File: config.mk
export PLATFORM = sky130hd
export DESIGN_NAME = timestamp_arbiter
export DESIGN_NICKNAME = d
export VERILOG_FILES = /design/src/rtl/timestamp_pkg.sv /design/src/rtl/rr_arbiter.sv /design/src/rtl/timestamp_arbiter.sv
export SDC_FILE = /design/constraint.sdc
export NUM_CORES = 1
export LEC_CHECK = 0
export CAP_MARGIN = 40
export CORE_UTILIZATION = 40
export CTS_BUF_LIST = sky130_fd_sc_hd__clkbuf_2
export CTS_CLUSTER_SIZE = 16
export DETAILED_ROUTE_END_ITERATION = 10
export DONT_BUFFER_PORTS = 1
export PLACE_DENSITY = 0.67
export REMOVE_ABC_BUFFERS = 1
export SLEW_MARGIN = 20
export SYNTH_ARGS = -nofsm -noshare
export SYNTH_HDL_FRONTEND = slang
export SYNTH_SLANG_ARGS = --single-unit
File: constraint.sdc
create_clock -name clk -period 4.48 [get_ports clk]
set_clock_uncertainty 0.05 [all_clocks]
set_input_delay 0.672 -clock clk [delete_from_list [all_inputs] [get_ports clk]]
set_output_delay 0.672 -clock clk [all_outputs]
set_load 0.05 [all_outputs]
File: src/rtl/timestamp_pkg.sv
// Shared definitions for the timestamp capture arbiter: epoch width and gray-to-binary helper.
package timestamp_pkg;

    localparam int EPOCH_W    = 8;
    localparam int GRAY_MAX_W = 64;

    // Zero-extended inputs convert correctly because the leading zeros contribute nothing to the XOR chain.
    function automatic logic [GRAY_MAX_W-1:0] gray2bin(input logic [GRAY_MAX_W-1:0] g);
        logic [GRAY_MAX_W-1:0] b;
        b[GRAY_MAX_W-1] = g[GRAY_MAX_W-1];
        for (int k = GRAY_MAX_W - 2; k >= 0; k--) begin
            b[k] = b[k+1] ^ g[k];
        end
        return b;
    endfunction

endpackage

File: src/rtl/rr_arbiter.sv
// Round-robin arbiter: searches from the port after the last accepted grant; pointer starts at 0.
module rr_arbiter #(
    parameter  int N  = 4,
    localparam int IW = $clog2(N)
) (
    input  logic          clk,
    input  logic          rst_n,
    input  logic [N-1:0]  req_i,
    input  logic          accept_i,
    output logic [N-1:0]  gnt_o,
    output logic [IW-1:0] gnt_idx_o,
    output logic          gnt_valid_o
);

    logic [IW-1:0] ptr_q;
    logic [IW-1:0] ptr_d;
    logic [IW-1:0] idx;
    int            j;

    always_comb begin
        gnt_o       = '0;
        gnt_idx_o   = '0;
        gnt_valid_o = 1'b0;
        j           = 0;
        idx         = '0;
        for (int k = 0; k < N; k++) begin
            j = int'(ptr_q) + k;
            if (j >= N) j = j - N;
            idx = IW'(j);
            if (!gnt_valid_o && req_i[idx]) begin
                gnt_valid_o = 1'b1;
                gnt_o[idx]  = 1'b1;
                gnt_idx_o   = idx;
            end
        end
    end

    always_comb begin
        ptr_d = ptr_q;
        if (accept_i && gnt_valid_o) begin
            ptr_d = (gnt_idx_o == IW'(N - 1)) ? '0 : gnt_idx_o + IW'(1);
        end
    end

    always_ff @(posedge clk or negedge rst_n) begin
        if (!rst_n) ptr_q <= '0;
        else        ptr_q <= ptr_d;
    end

endmodule

File: src/rtl/timestamp_arbiter.sv
// Per-port timestamp capture with round-robin readout over AXI-Stream, plus gray counter prescaler.
// Optional epoch extension of the timestamp: define TIMESTAMP_ARBITER_EPOCH_EN.
module timestamp_arbiter
    import timestamp_pkg::*;
#(
    parameter  int NUM_PORTS = 4,
    parameter  int WIDTH     = 32,
    parameter  int PRESCALE  = 1,
`ifdef TIMESTAMP_ARBITER_EPOCH_EN
    localparam int TW        = WIDTH + EPOCH_W,
`else
    localparam int TW        = WIDTH,
`endif
    localparam int IW        = $clog2(NUM_PORTS)
) (
    input  logic                 clk,
    input  logic                 rst_n,
    input  logic                 run,
    output logic                 cnt_enable,
    input  logic [WIDTH-1:0]     ts_gray,
    input  logic                 ts_carry,
    input  logic [NUM_PORTS-1:0] capture_req,
    output logic [TW-1:0]        m_axis_tdata,
    output logic [IW-1:0]        m_axis_tid,
    output logic                 m_axis_tvalid,
    input  logic                 m_axis_tready,
    output logic [NUM_PORTS-1:0] overflow,
    input  logic [NUM_PORTS-1:0] overflow_clr
);

    localparam int PS_W = (PRESCALE > 1) ? $clog2(PRESCALE) : 1;

    logic [PS_W-1:0] ps_cnt_q;
    logic            cnt_en_q;

    always_ff @(posedge clk or negedge rst_n) begin
        if (!rst_n) begin
            ps_cnt_q <= '0;
            cnt_en_q <= 1'b0;
        end else if (!run) begin
            ps_cnt_q <= '0;
            cnt_en_q <= 1'b0;
        end else if (ps_cnt_q == PS_W'(PRESCALE - 1)) begin
            ps_cnt_q <= '0;
            cnt_en_q <= 1'b1;
        end else begin
            ps_cnt_q <= ps_cnt_q + PS_W'(1);
            cnt_en_q <= 1'b0;
        end
    end

    assign cnt_enable = cnt_en_q;

    logic [TW-1:0]        slot_q [NUM_PORTS];
    logic [NUM_PORTS-1:0] pend_q;
    logic [NUM_PORTS-1:0] ovf_q;
    logic [TW-1:0]        tdata_q;
    logic [IW-1:0]        tid_q;
    logic                 tvalid_q;

    logic [TW-1:0]        cap_word;
    logic [TW-1:0]        out_word;
    logic [TW-1:0]        slot_sel;
    logic                 out_free;
    logic [NUM_PORTS-1:0] gnt;
    logic [IW-1:0]        gnt_idx;
    logic                 gnt_valid;
    logic [NUM_PORTS-1:0] take;
    logic [NUM_PORTS-1:0] cap_accept;
    logic [NUM_PORTS-1:0] ovf_set;

    assign out_free = !tvalid_q || m_axis_tready;

    rr_arbiter #(.N(NUM_PORTS)) u_rr (
        .clk         (clk),
        .rst_n       (rst_n),
        .req_i       (pend_q),
        .accept_i    (out_free),
        .gnt_o       (gnt),
        .gnt_idx_o   (gnt_idx),
        .gnt_valid_o (gnt_valid)
    );

    // A slot being read out this cycle frees up in time to take a coincident capture.
    assign take       = gnt & {NUM_PORTS{out_free}};
    assign cap_accept = capture_req & (~pend_q | take);
    assign ovf_set    = capture_req & pend_q & ~take;
    assign slot_sel   = slot_q[gnt_idx];

`ifdef TIMESTAMP_ARBITER_EPOCH_EN
    logic [EPOCH_W-1:0] epoch_q;

    always_ff @(posedge clk or negedge rst_n) begin
        if (!rst_n)        epoch_q <= '0;
        else if (ts_carry) epoch_q <= epoch_q + EPOCH_W'(1);
    end

    // The carry edge belongs to the new epoch, so a capture on that edge sees the incremented value.
    assign cap_word = {epoch_q + EPOCH_W'(ts_carry), ts_gray};
    assign out_word = {slot_sel[TW-1:WIDTH],
                       WIDTH'(gray2bin(GRAY_MAX_W'(slot_sel[WIDTH-1:0])))};
`else
    logic unused_carry;
    assign unused_carry = ts_carry;
    assign cap_word     = ts_gray;
    assign out_word     = WIDTH'(gray2bin(GRAY_MAX_W'(slot_sel)));
`endif

    always_ff @(posedge clk or negedge rst_n) begin
        if (!rst_n) begin
            pend_q   <= '0;
            ovf_q    <= '0;
            tdata_q  <= '0;
            tid_q    <= '0;
            tvalid_q <= 1'b0;
            for (int i = 0; i < NUM_PORTS; i++) slot_q[i] <= '0;
        end else begin
            pend_q <= cap_accept | (pend_q & ~take);
            ovf_q  <= ovf_set | (ovf_q & ~overflow_clr);
            for (int i = 0; i < NUM_PORTS; i++) begin
                if (cap_accept[i]) slot_q[i] <= cap_word;
            end
            if (out_free && gnt_valid) begin
                tdata_q  <= out_word;
                tid_q    <= gnt_idx;
                tvalid_q <= 1'b1;
            end else if (m_axis_tready) begin
                tvalid_q <= 1'b0;
            end
        end
    end

    assign m_axis_tdata  = tdata_q;
    assign m_axis_tid    = tid_q;
    assign m_axis_tvalid = tvalid_q;
    assign overflow      = ovf_q;

endmodule

=== Word level (Yosys, flattened, before mapping) ===
Index checks and enable logic that the tools add are counted.

* $add $sub $neg: 9
* Magnitude comparators: 13
* Eq/ne operators: 1
* Mux-type cells: 42
* Bitwise gates (word level): 47
* Reductions and logical operators: 14

{| class="wikitable"
|+ Operator list
! kind !! number
|-
| $bmux 32 s2 || 1
|-
| $mux 32 || 2
|-
| $xor 1x1->1 || 31
|-
| $and 4x4->4 || 6
|-
| $or 4x4->4 || 6
|-
| $mux 1 || 18
|-
| $mux 2 || 9
|-
| $mux 4 || 4
|-
| $ge 3x3->1 const B || 4
|-
| $lt 2x3->1 const B || 4
|-
| $not 4->4 || 3
|-
| $bmux 1 s2 || 4
|-
| $demux 1 s2 || 4
|-
| $ge 2x1->1 const B || 4
|-
| $logic_and 1x1->1 || 8
|-
| $sub 2x1->2 const B || 4
|-
| $add 2x2->3 const B || 2
|-
| $logic_not 1->1 || 4
|-
| $add 2x1->3 const B || 1
|-
| $ge 2x3->1 const B || 1
|-
| $not 2->3 || 1
|-
| $add 2x1->2 const B || 1
|-
| $eq 2x2->1 const B || 1
|-
| $reduce_bool 2->1 || 1
|-
| other kinds (2) || 2
|}

* Register bits: 175
* Output and inout port bits: 40
* Word-level logic and storage cells: 138

=== Depth between registers and ports, before layout ===
Gate-level depths: netlist of run 1.

* Depth after elaboration: 49
* Gate-level depth with buffers: 21

=== By module ===
A second synthesis of run 1 with hierarchy kept.

* Cells, all modules: 600
* Area, all modules: 8446.9 µm²

{| class="wikitable"
|+ Modules (own cells, without submodules)
! module !! instances !! cells each !! area an instance (µm²) !! sequential area each (µm²)
|-
| timestamp_arbiter || 1 || 547 || 7931.4 || 4304.1
|-
| rr_arbiter || 1 || 53 || 515.5 || 50.0
|}

=== Worst setup path before layout of run 1 ===
OpenSTA, ideal clock, no wires.

* Path type: register to register
* From: reg u_rr.ptr_q[0]
* To: reg tdata_q[3] (netlist: m_axis_tdata[3])
* Arrival time: 4.491 ns
* Slack: -0.138 ns
* Stages on the path, launching flop included: 21
* Period minus slack after synthesis: 4.618 ns
* Cells stage by stage: dfrtp_1 buf_6 inv_1 clkbuf_1 ha_1 clkbuf_1 mux4_2 nor2b_2 or2_1 buf_6 nand2_8 inv_2 mux2i_1 xor2_1 xnor2_1 mux2i_4 xor3_2 xnor3_1 buf_4 xor2_1 o21ai_1

* Word-level cells in the longest chain between the ends: 46
* Elaborated cells between the ends (all ways): 70
* Classes of those cells: 7 x add/sub; 4 x order compare; 23 x mux; 29 x bitwise; 7 x reduce/logical

{| class="wikitable"
|+ Ends and longest elaborated chain
! what !! line !! text
|-
| start: declaration || rr_arbiter.sv:15 || <nowiki>logic [IW-1:0] ptr_q;</nowiki>
|-
| start signal: assignment || rr_arbiter.sv:47 || <nowiki>else ptr_q <= ptr_d;</nowiki>
|-
| branches (longest 46 deep; another with $add 2x1->3) || - ||
|-
| end signal: assignment || timestamp_arbiter.sv:124 || <nowiki>tdata_q <= out_word;</nowiki>
|-
| end: declaration || timestamp_arbiter.sv:57 || <nowiki>logic [TW-1:0] tdata_q;</nowiki>
|}

Several ways; the timed one is not identified. The select of a mux whose other input is x is not followed.
A chain may end at the register's enable or synchronous reset.

=== Worst setup path after layout of run 1 ===
Ends and elaborated chain as after synthesis.

==> flow_metrics.py, run 1 <==
metrics = {
    "synthesis": {
        "ys_seq_elements": 174,
        "ys_seq_area_share_pct": 48.1,
        "ys_types": 54,
        "synthArstFlopShare_pct": 100,
        "yosys_warnings": 0,
        "synth_area_sq_um": 9050,
        "avgSynthCellArea_sq_um": 11.3,
        "netlist_instances": 799,
        "synth-main-ff-cell": "dfrtp_1",
        "synth_edf_count": 0,
    },
    "drt": {
        "ant_nets": 0,
        "routed_via_density": 5.30,
        "num_vias": 6112,
        "wl_per_cell_um": 17.9,
        "drc_errors": 5,
        "drt-total-wl_mm": 20.7,
        "drt_pass1_iterations": 9,
        "drtIter0Drc": 349,
    },
    "critical_path": {
        "criticalPathCategory": "reg -> reg",
        "crit_fanout": 19,
        "end_kind": "flop",
        "cp.arrival_ps": 4900,
        "cp_cell_sequence": "inv_1 -> ha_1 -> buf_4 -> mux2i_1 -> o21ai_1 -> a21o_1 -> nand2_8 -> inv_2 -> buf_6 -> o221ai_1 -> xnor2_1 -> xnor2_1 -> mux2i_1 -> xor3_2 -> xnor3_1 -> buf_4 -> xor2_1 -> o21ai_1",
        "ff2ff_path_depth": 18,
        "cp-start-kind": "flop",
        "critical_path_required_ps": 5150,
        "slowest_delay_ps": 500,
        "cpMaxStageDelayCell": "xor3_2",
    },
    "sta": {
        "setup_viol": 0,
        "finalMaxSlewViolations": 0,
        "period_needed_ps": 4230,
        "slew_headroom_pct": 38.5,
        "fmax_ghz": 0.236,
        "fin_crit_sh_pct": 94.5,
        "finalHoldViolations": 0,
        "worst_slew_pin_slew_ps": 922,
    },
    "floorplanning": {
        "fp.dieW_um": 152,
        "dieArea_sq_um": 23200,
        "initial_utilization_pct": 41.1,
        "dieHeight_um": 152,
        "num_io_pins": 85,
        "core_region_area_sq_um": 22000,
        "rows": 54,
    },
    "place": {
        "gp_congestion": 0.756,
        "io_buffer_count": 0,
        "dp_hpwl_mm": 13.0,
    },
    "finish": {
        "fin_nets": 912,
        "drive_above_1_share_pct": 26.3,
        "area_delta_synth_final_pct": 14.3,
        "filler_cell_count": 2088,
        "finish.utilization_pct": 47.0,
    },
    "grt": {
        "grt_pass1_wl_mm": 34.7,
        "antenna_found_initial": 1,
        "grt_use_total_pct": 19.0,
        "grt-ovfl-total": 0,
        "first_global_vias": 6398,
        "grt_max_degree": 175,
    },
    "cts": {
        "cts-buffers-inserted": 17,
        "clock_path_buffers": 2,
        "cts_tree": "done",
        "cts.sinks": 174,
        "htreeDepth": 4,
        "clkLatencyLatePin_ps": 790,
        "cts_root_buffer": "clkbuf_2",
        "clk_pin_slew_worst_paths_ps": 270,
    },
    "run": {
        "max_cap_viol_count": 0,
    },
    "min_path": {
        "min-delay-path-class": "in -> reg",
        "hold_depth": 3,
    },
    "run_status": {
        "status": "finished, violations left",
        "violations": "DRC",
    },
}
==> registers in the layout, indices dropped and copies added, names as in the netlist <==
signal and count:
slot_q 128, m_axis_tid 2, u_rr.ptr_q 2, m_axis_tdata 32, cnt_enable 1, m_axis_tvalid 1
pend_q 4, overflow 4
==> worst paths after layout <==
path / from / to / slack (ps)
min: m_axis_tready / pend_q[1] / 270
max reg2reg: u_rr.ptr_q[0] / m_axis_tdata[3] / 250
min reg2reg: slot_q[14] / slot_q[14] / 490
max: u_rr.ptr_q[0] / m_axis_tdata[3] / 250
min in group asynchronous: rst_n / slot_q[43] / 440
max in group asynchronous: rst_n / slot_q[120] / 3190
==> through the flow <==
step	hold slack (ps)	instances	setup WS [ps]	area, sq um	TNS, ps
CTS	197	1146	28.2	10200	0
finish	272	1153	247	10300	0
floorplan	326	747	-1840	8830	-73320
detailed placement	333	1067	53.7	9520	0
global placement	334	1067	157	9520	0
global route	232	1153	-9.23	10300	-9.23
==> timing repair <==
item                                    in CTS  in global routing
setup buffers                                0                  5
endpoints found under the hold margin      311                  0
hold buffers                                47                  0
gates resized for setup                      0                  7
endpoints found under the setup margin       0                 15
==> cell usage after synthesis, types with 6 or more instances <==
cell / number / area share [%]
nor2_1: 28 / 1.2
o22ai_1: 6 / 0.41
o21ai_0: 43 / 2.4
or3_1: 7 / 0.48
ha_1: 8 / 1.1
clkbuf_1: 34 / 1.4
a21oi_1: 12 / 0.66
dfrtp_1: 174 / 48
mux2i_1: 40 / 4.4
a22oi_1: 6 / 0.50
nand2_1: 91 / 3.8
nor3_1: 7 / 0.39
o221ai_1: 6 / 0.58
xnor2_1: 51 / 4.9
buf_2: 7 / 0.39
buf_1: 8 / 0.33
and3_1: 8 / 0.55
xor2_1: 33 / 3.2
a31oi_1: 8 / 0.55
o21ai_1: 9 / 0.50
mux2_2: 134 / 17
inv_1: 13 / 0.54
==> placed cells by master (no fill, tap or decap), types with 6 or more instances in the layout <==
cell	n
a22oi_1	6
dlygate4sd3_1	46
xnor2_1	51
nor3_1	7
o21ai_0	42
nor2_1	28
inv_1	13
mux2i_1	39
clkbuf_2	17
mux2_2	134
ha_1	8
inv_6	6
a31oi_1	8
o221ai_1	6
o21ai_1	10
or3_1	7
o22ai_1	6
nand2_1	91
dfrtp_1	174
buf_4	42
xor2_1	31
a21oi_1	12
and3_1	8
==> worst max-delay path, delay by kind of cell (launching register included) <==
family | cells | cell delay (ps)
XOR/XNOR | 5 | 1430
buffers and inverters | 5 | 750
AO/OA/AOI/OAI | 4 | 730
flip-flops | 1 | 440
multiplexers | 2 | 330
adder cells (fa/ha/maj) | 1 | 320
AND/OR/NAND/NOR | 1 | 100
==> final cells by class <==
class,instances,area [sq um],area share [%]
Clock inverter,15,151,1.46
Tap cell,280,350,3.39
Inverter,15,56.3,0.544
Clock buffer,17,85.1,0.823
Sequential cell,174,4350,42.1
Multi-Input combinational cell,558,4460,43.1
Antenna cell,1,2.50,0.0242
Timing Repair Buffer,93,882,8.53
==> per-layer routing <==
| layer | global-route usage [%] | vias to the layer above | wire [um] |
|---|---|---|---|
| met4 | 5.92 | 0 | 236 |
| met3 | 4.66 | 18 | 1000 |
| met5 | 0 | - | 0 |
| met1 | 25.3 | 3050 | 9680 |
| li1 | - | 2920 | - |
| met2 | 30.3 | 124 | 9750 |
==> kinds of logic (layout without fill, tap and decap cells) <==
| kind of cell | after synthesis | after routing | share of synthesized area (%) |
|---|---|---|---|
| other | 0 | 1 | 0 |
| buffers and inverters | 67 | 140 | 3.08 |
| flip-flops | 174 | 174 | 48.1 |
| AND/OR/NAND/NOR | 163 | 163 | 8.00 |
| XOR/XNOR | 87 | 87 | 8.90 |
| multiplexers | 179 | 179 | 22.3 |
| AO/OA/AOI/OAI | 121 | 121 | 8.45 |
| adder cells (fa/ha/maj) | 8 | 8 | 1.11 |
Power of run 1 is left out: the tool's default activity adds up to more than one toggle a clock period on the data nets, which glitch-free logic cannot reach.
==> run 2: changes to the inputs <==
- PLACE_DENSITY: 0.67 -> 0.65
- clock period: 4.48 -> 5.4 ns (I/O delays scaled with it)
==> flow_metrics.py, run 2 (synthesized netlist as in run 1, its figures left out) <==
metrics = {
    "cts": {
        "clkLatencyLatePin_ps": 770,
        "cts_tree": "done",
        "cts-buffers-inserted": 17,
        "cts.sinks": 174,
        "htreeDepth": 4,
        "clock_path_buffers": 2,
        "cts_root_buffer": "clkbuf_2",
        "postCtsResizedCells": 0,
        "clk_pin_slew_worst_paths_ps": 290,
    },
    "finish": {
        "fin_nets": 849,
        "drive_above_1_share_pct": 25.0,
        "finish.utilization_pct": 44.1,
        "multi_input_area_sq_um": 4440,
        "area_delta_synth_final_pct": 7.37,
        "mostFrequentLayoutCells": "dfrtp_1 (174), mux2_2 (134), nand2_1 (91)",
        "largest_reg_flops": 128,
        "regArea_sq_um": 4350,
        "final_common_cell": "dfrtp_1",
        "largest_register": "slot_q",
        "filler_cell_count": 2054,
    },
    "drt": {
        "routed_via_density": 5.35,
        "drt_pass1_iterations": 7,
        "drtIter0Drc": 329,
        "ant_nets": 0,
        "num_vias": 5833,
        "wl_per_cell_um": 18.6,
        "drc_errors": 6,
        "drt-total-wl_mm": 20.3,
    },
    "min_path": {
        "min-delay-path-class": "in -> reg",
        "hold_depth": 2,
        "hp-start": "capture_req[3]",
        "hold_end": "pend_q[3]",
    },
    "sta": {
        "rsz0062_at_grt": "no",
        "finalHoldViolations": 0,
        "fin_crit_sh_pct": 89.6,
        "setup_ws_ps": 564,
        "slew_headroom_pct": 33.1,
        "worst_slew_pin_slew_ps": 1000,
        "period_needed_ps": 4840,
        "setup_viol": 0,
        "finalMaxSlewViolations": 0,
        "fmax_ghz": 0.207,
    },
    "place": {
        "dp_hpwl_mm": 12.9,
        "gp_congestion": 0.738,
        "dp_slack_ps": 567,
        "io_buffer_count": 0,
    },
    "critical_path": {
        "critical_path_required_ps": 6030,
        "criticalPathCategory": "reg -> reg",
        "cp-start-kind": "flop",
        "end_kind": "flop",
        "r2r_start": "u_rr.ptr_q[0]",
        "crit_fanout": 21,
        "r2r-end": "m_axis_tdata[9]",
        "cp.arrival_ps": 5460,
        "ff2ff_path_depth": 16,
        "reg2reg_slack_ps": 560,
    },
    "run_status": {
        "status": "finished, violations left",
        "violations": "DRC",
    },
    "grt": {
        "first_global_vias": 5848,
        "grt_use_total_pct": 18.4,
        "antenna_found_initial": 1,
        "grt_max_degree": 175,
        "grt-ovfl-total": 0,
        "grt_pass1_wl_mm": 33.3,
    },
    "floorplanning": {
        "rows": 54,
        "dieArea_sq_um": 23200,
        "initial_utilization_pct": 41.1,
        "num_io_pins": 85,
        "core_region_area_sq_um": 22000,
        "dieHeight_um": 152,
        "fp.dieW_um": 152,
    },
    "run": {
        "max_cap_viol_count": 0,
    },
}
[run 2: changes by cell type in the layout (fill, tap and decap cells not counted), moves of 2 or more]
| cell | change |
|---|---|
| buf_4 | -20 |
| clkinv_2 | +3 |
| clkinvlp_4 | -4 |
| dlygate4sd3_1 | -40 |
| xor2_1 | +2 |
| xor2_2 | -2 |
[run 2: worst max-delay path by stage]
stage,end,slack [ps],cells past startpoint,startpoint
floorplan,m_axis_tdata[3],-920,15,u_rr.ptr_q[0]
global placement,m_axis_tdata[18],620,16,u_rr.ptr_q[0]
detailed placement,m_axis_tdata[18],570,16,u_rr.ptr_q[0]
CTS,m_axis_tdata[18],560,16,u_rr.ptr_q[0]
global route,m_axis_tdata[9],230,16,u_rr.ptr_q[0]
finish,m_axis_tdata[9],560,16,u_rr.ptr_q[0]
[run 2: final cells by class]
class	count	share of cell area (%)
flip-flops and latches	174	44.8
diodes	1	0.0258
well taps	280	3.61
repair buffers	30	2.81
clock buffers	17	0.876
multi-input cells	558	45.7
inverters	15	0.579
clock inverters	15	1.64
[run 2: critical path, stage by stage, from the launching register on]
cell	delay [ps]
dfrtp_1	400
inv_1	40
buf_4	180
ha_1	450
mux4_2	490
nor2b_2	170
or2_1	220
nand2_8	180
inv_2	180
mux2i_1	290
xor2_1	260
xnor2_1	150
mux2i_4	200
xor3_2	570
xor2_1	500
xnor2_1	140
mux2_2	280
[run 2: repair_timing]
action / CTS / global route
hold endpoints to repair: 179 / 0
buffers inserted: 0 / 0
hold buffers: 7 / 0
[run 2: routing by layer]
metal  up-vias  share of wire (%)  global-route usage (%)
met3        15                5.9                    4.49
met1      2927                 45                    24.3
li1       2785                  -                       -
met2       106                 47                    30.0
met4         0                1.2                    5.05
met5         -                  0                       0
[run 2: per-stage QoR]
stage | cell area, sq um | cells | setup TNS, ps | hold WS (ps)
CTS | 9710 | 1089 | 0 | 4.00
finish | 9720 | 1090 | 0 | 64.7
detailed placement | 9380 | 1050 | 0 | 445
global route | 9720 | 1090 | 0 | 0.347
floorplan | 8830 | 747 | -16490 | 430
global placement | 9380 | 1050 | 0 | 438
Power of run 2 is left out for the same reason.
==> run 3: changes to the inputs <==
- clock period: 5.4 -> 4.8 ns (I/O delays scaled with it)
==> flow_metrics.py, run 3 (synthesized netlist as in run 1, its figures left out) <==
metrics = {
    "critical_path": {
        "cpMaxStageDelayCell": "xnor3_1",
        "crit_fanout": 15,
        "criticalPathCategory": "reg -> reg",
        "crit_top_cell": "xor2_1",
        "cp.arrival_ps": 5120,
        "end_kind": "flop",
        "r2r_start": "u_rr.ptr_q[1]",
        "ff2ff_path_depth": 15,
        "reg2reg_slack_ps": 280,
        "cp-start-kind": "flop",
        "r2r-end": "m_axis_tdata[13]",
        "critical_path_required_ps": 5400,
        "cp_cell_sequence": "inv_1 -> ha_1 -> mux4_2 -> nor2b_2 -> buf_4 -> o22ai_1 -> a32o_1 -> a211o_1 -> xnor2_1 -> xor2_1 -> mux2i_1 -> xnor3_1 -> xor2_1 -> xor2_1 -> o21ai_0",
        "slowest_delay_ps": 500,
    },
    "place": {
        "gp_congestion": 0.761,
        "placed_cells": 1052,
        "io_buffer_count": 0,
        "place_area_sq_um": 9390,
        "dp_hpwl_mm": 12.9,
    },
    "grt": {
        "grt_max_degree": 175,
        "first_global_vias": 6352,
        "grt_pass1_wl_mm": 35.0,
        "grt-ovfl-total": 0,
        "grt_use_total_pct": 19.2,
        "antenna_found_initial": 2,
    },
    "drt": {
        "num_vias": 6028,
        "wl_per_cell_um": 18.4,
        "ant_nets": 0,
        "drc_errors": 3,
        "drt-total-wl_mm": 21.0,
        "drtIter0Drc": 295,
        "routed_via_density": 5.30,
        "drt_pass1_iterations": 9,
    },
    "finish": {
        "largest_register": "slot_q",
        "final_common_cell": "dfrtp_1",
        "fin_nets": 896,
        "filler_cell_count": 2095,
        "multi_input_area_sq_um": 4450,
        "area_delta_synth_final_pct": 12.6,
        "regArea_sq_um": 4350,
        "design_area_sq_um": 10200,
        "fin_cells": 1137,
        "finish.utilization_pct": 46.3,
        "largest_reg_flops": 128,
        "mostFrequentLayoutCells": "dfrtp_1 (174), mux2_2 (134), nand2_1 (91)",
        "drive_above_1_share_pct": 24.4,
    },
    "run_status": {
        "status": "finished, violations left",
        "violations": "DRC",
    },
    "run": {
        "max_cap_viol_count": 0,
    },
    "cts": {
        "cts_root_buffer": "clkbuf_2",
        "post_cts_buffers": 0,
        "cts-buffers-inserted": 17,
        "clock_path_buffers": 2,
        "cts.sinks": 174,
        "cts_tree": "done",
        "htreeDepth": 4,
        "clk_pin_slew_worst_paths_ps": 280,
        "clkLatencyLatePin_ps": 760,
    },
    "min_path": {
        "hold_depth": 3,
        "hold_end": "pend_q[3]",
        "min-delay-path-class": "in -> reg",
        "hp-start": "m_axis_tready",
    },
    "floorplanning": {
        "initial_utilization_pct": 41.1,
        "dieArea_sq_um": 23200,
        "num_io_pins": 85,
        "fp.dieW_um": 152,
        "dieHeight_um": 152,
        "core_region_area_sq_um": 22000,
        "rows": 54,
    },
    "sta": {
        "finalHoldViolations": 0,
        "rsz0062_at_grt": "no",
        "slew_headroom_pct": 40.4,
        "hold_ws_ps": 310,
        "period_needed_ps": 4520,
        "finalMaxSlewViolations": 0,
        "setup_viol": 0,
        "fin_crit_sh_pct": 94.1,
        "fmax_ghz": 0.221,
        "worst_slew_pin_slew_ps": 893,
    },
}
-- run 3: changes by cell type in the layout (fill, tap and decap cells not counted), sizes merged --
cell         previous run  this run
buf                    24        26
clkinv                  6         3
dlygate4sd3             6        51
clkbuf                 17        18
clkinvlp                0         3
inv                    22        21
-- run 3: worst max-delay path, delay by kind of cell, from the launching register on --
kind | cells | cell delay, ps
AO/OA/AOI/OAI | 4 | 720
flip-flops | 1 | 400
AND/OR/NAND/NOR | 1 | 160
multiplexers | 2 | 790
adder cells (fa/ha/maj) | 1 | 450
buffers and inverters | 2 | 320
XOR/XNOR | 5 | 1560
-- run 3: worst max-delay path by stage --
stage                     depth (start not counted)               end     startpoint  slack, ps
after floorplan                                  15   m_axis_tdata[3]  u_rr.ptr_q[0]      -1520
after global placement                           16   m_axis_tdata[4]  u_rr.ptr_q[1]        110
after detailed placement                         15  m_axis_tdata[17]  u_rr.ptr_q[1]         30
after CTS                                        16   m_axis_tdata[4]  u_rr.ptr_q[1]         20
after global routing                             16   m_axis_tdata[4]  u_rr.ptr_q[0]         40
final                                            15  m_axis_tdata[13]  u_rr.ptr_q[1]        280
-- run 3: layer usage --
layer	part of all wire [%]	global-route usage, %
met5	0.062	0
met4	1.7	6.30
met3	3.6	3.73
met2	47	31.0
met1	48	25.9
-- run 3: area by class of cell --
class	instances	share of cell area (%)
sequential	174	42.7
inverter	15	0.552
clock inverter	14	1.53
tap	280	3.44
timing repair buffer	77	7.16
multi-input combinational	558	43.7
clock buffer	18	0.884
antenna	1	0.0246
-- run 3: per-stage QoR --
stage	setup TNS, ps	setup slack (ps)
finish	0	285
global route	0	36.3
CTS	0	17.3
detailed placement	0	32.5
global placement	0	113
floorplan	-37910	-1520
-- run 3: timing repair --
action | 4_1_cts | 5_1_grt
hold endpoints to repair | 300 | 11
resized for setup | 0 | 6
endpoints found under the setup margin | 0 | 20
hold buffers | 47 | 5
Power of run 3 is left out for the same reason.
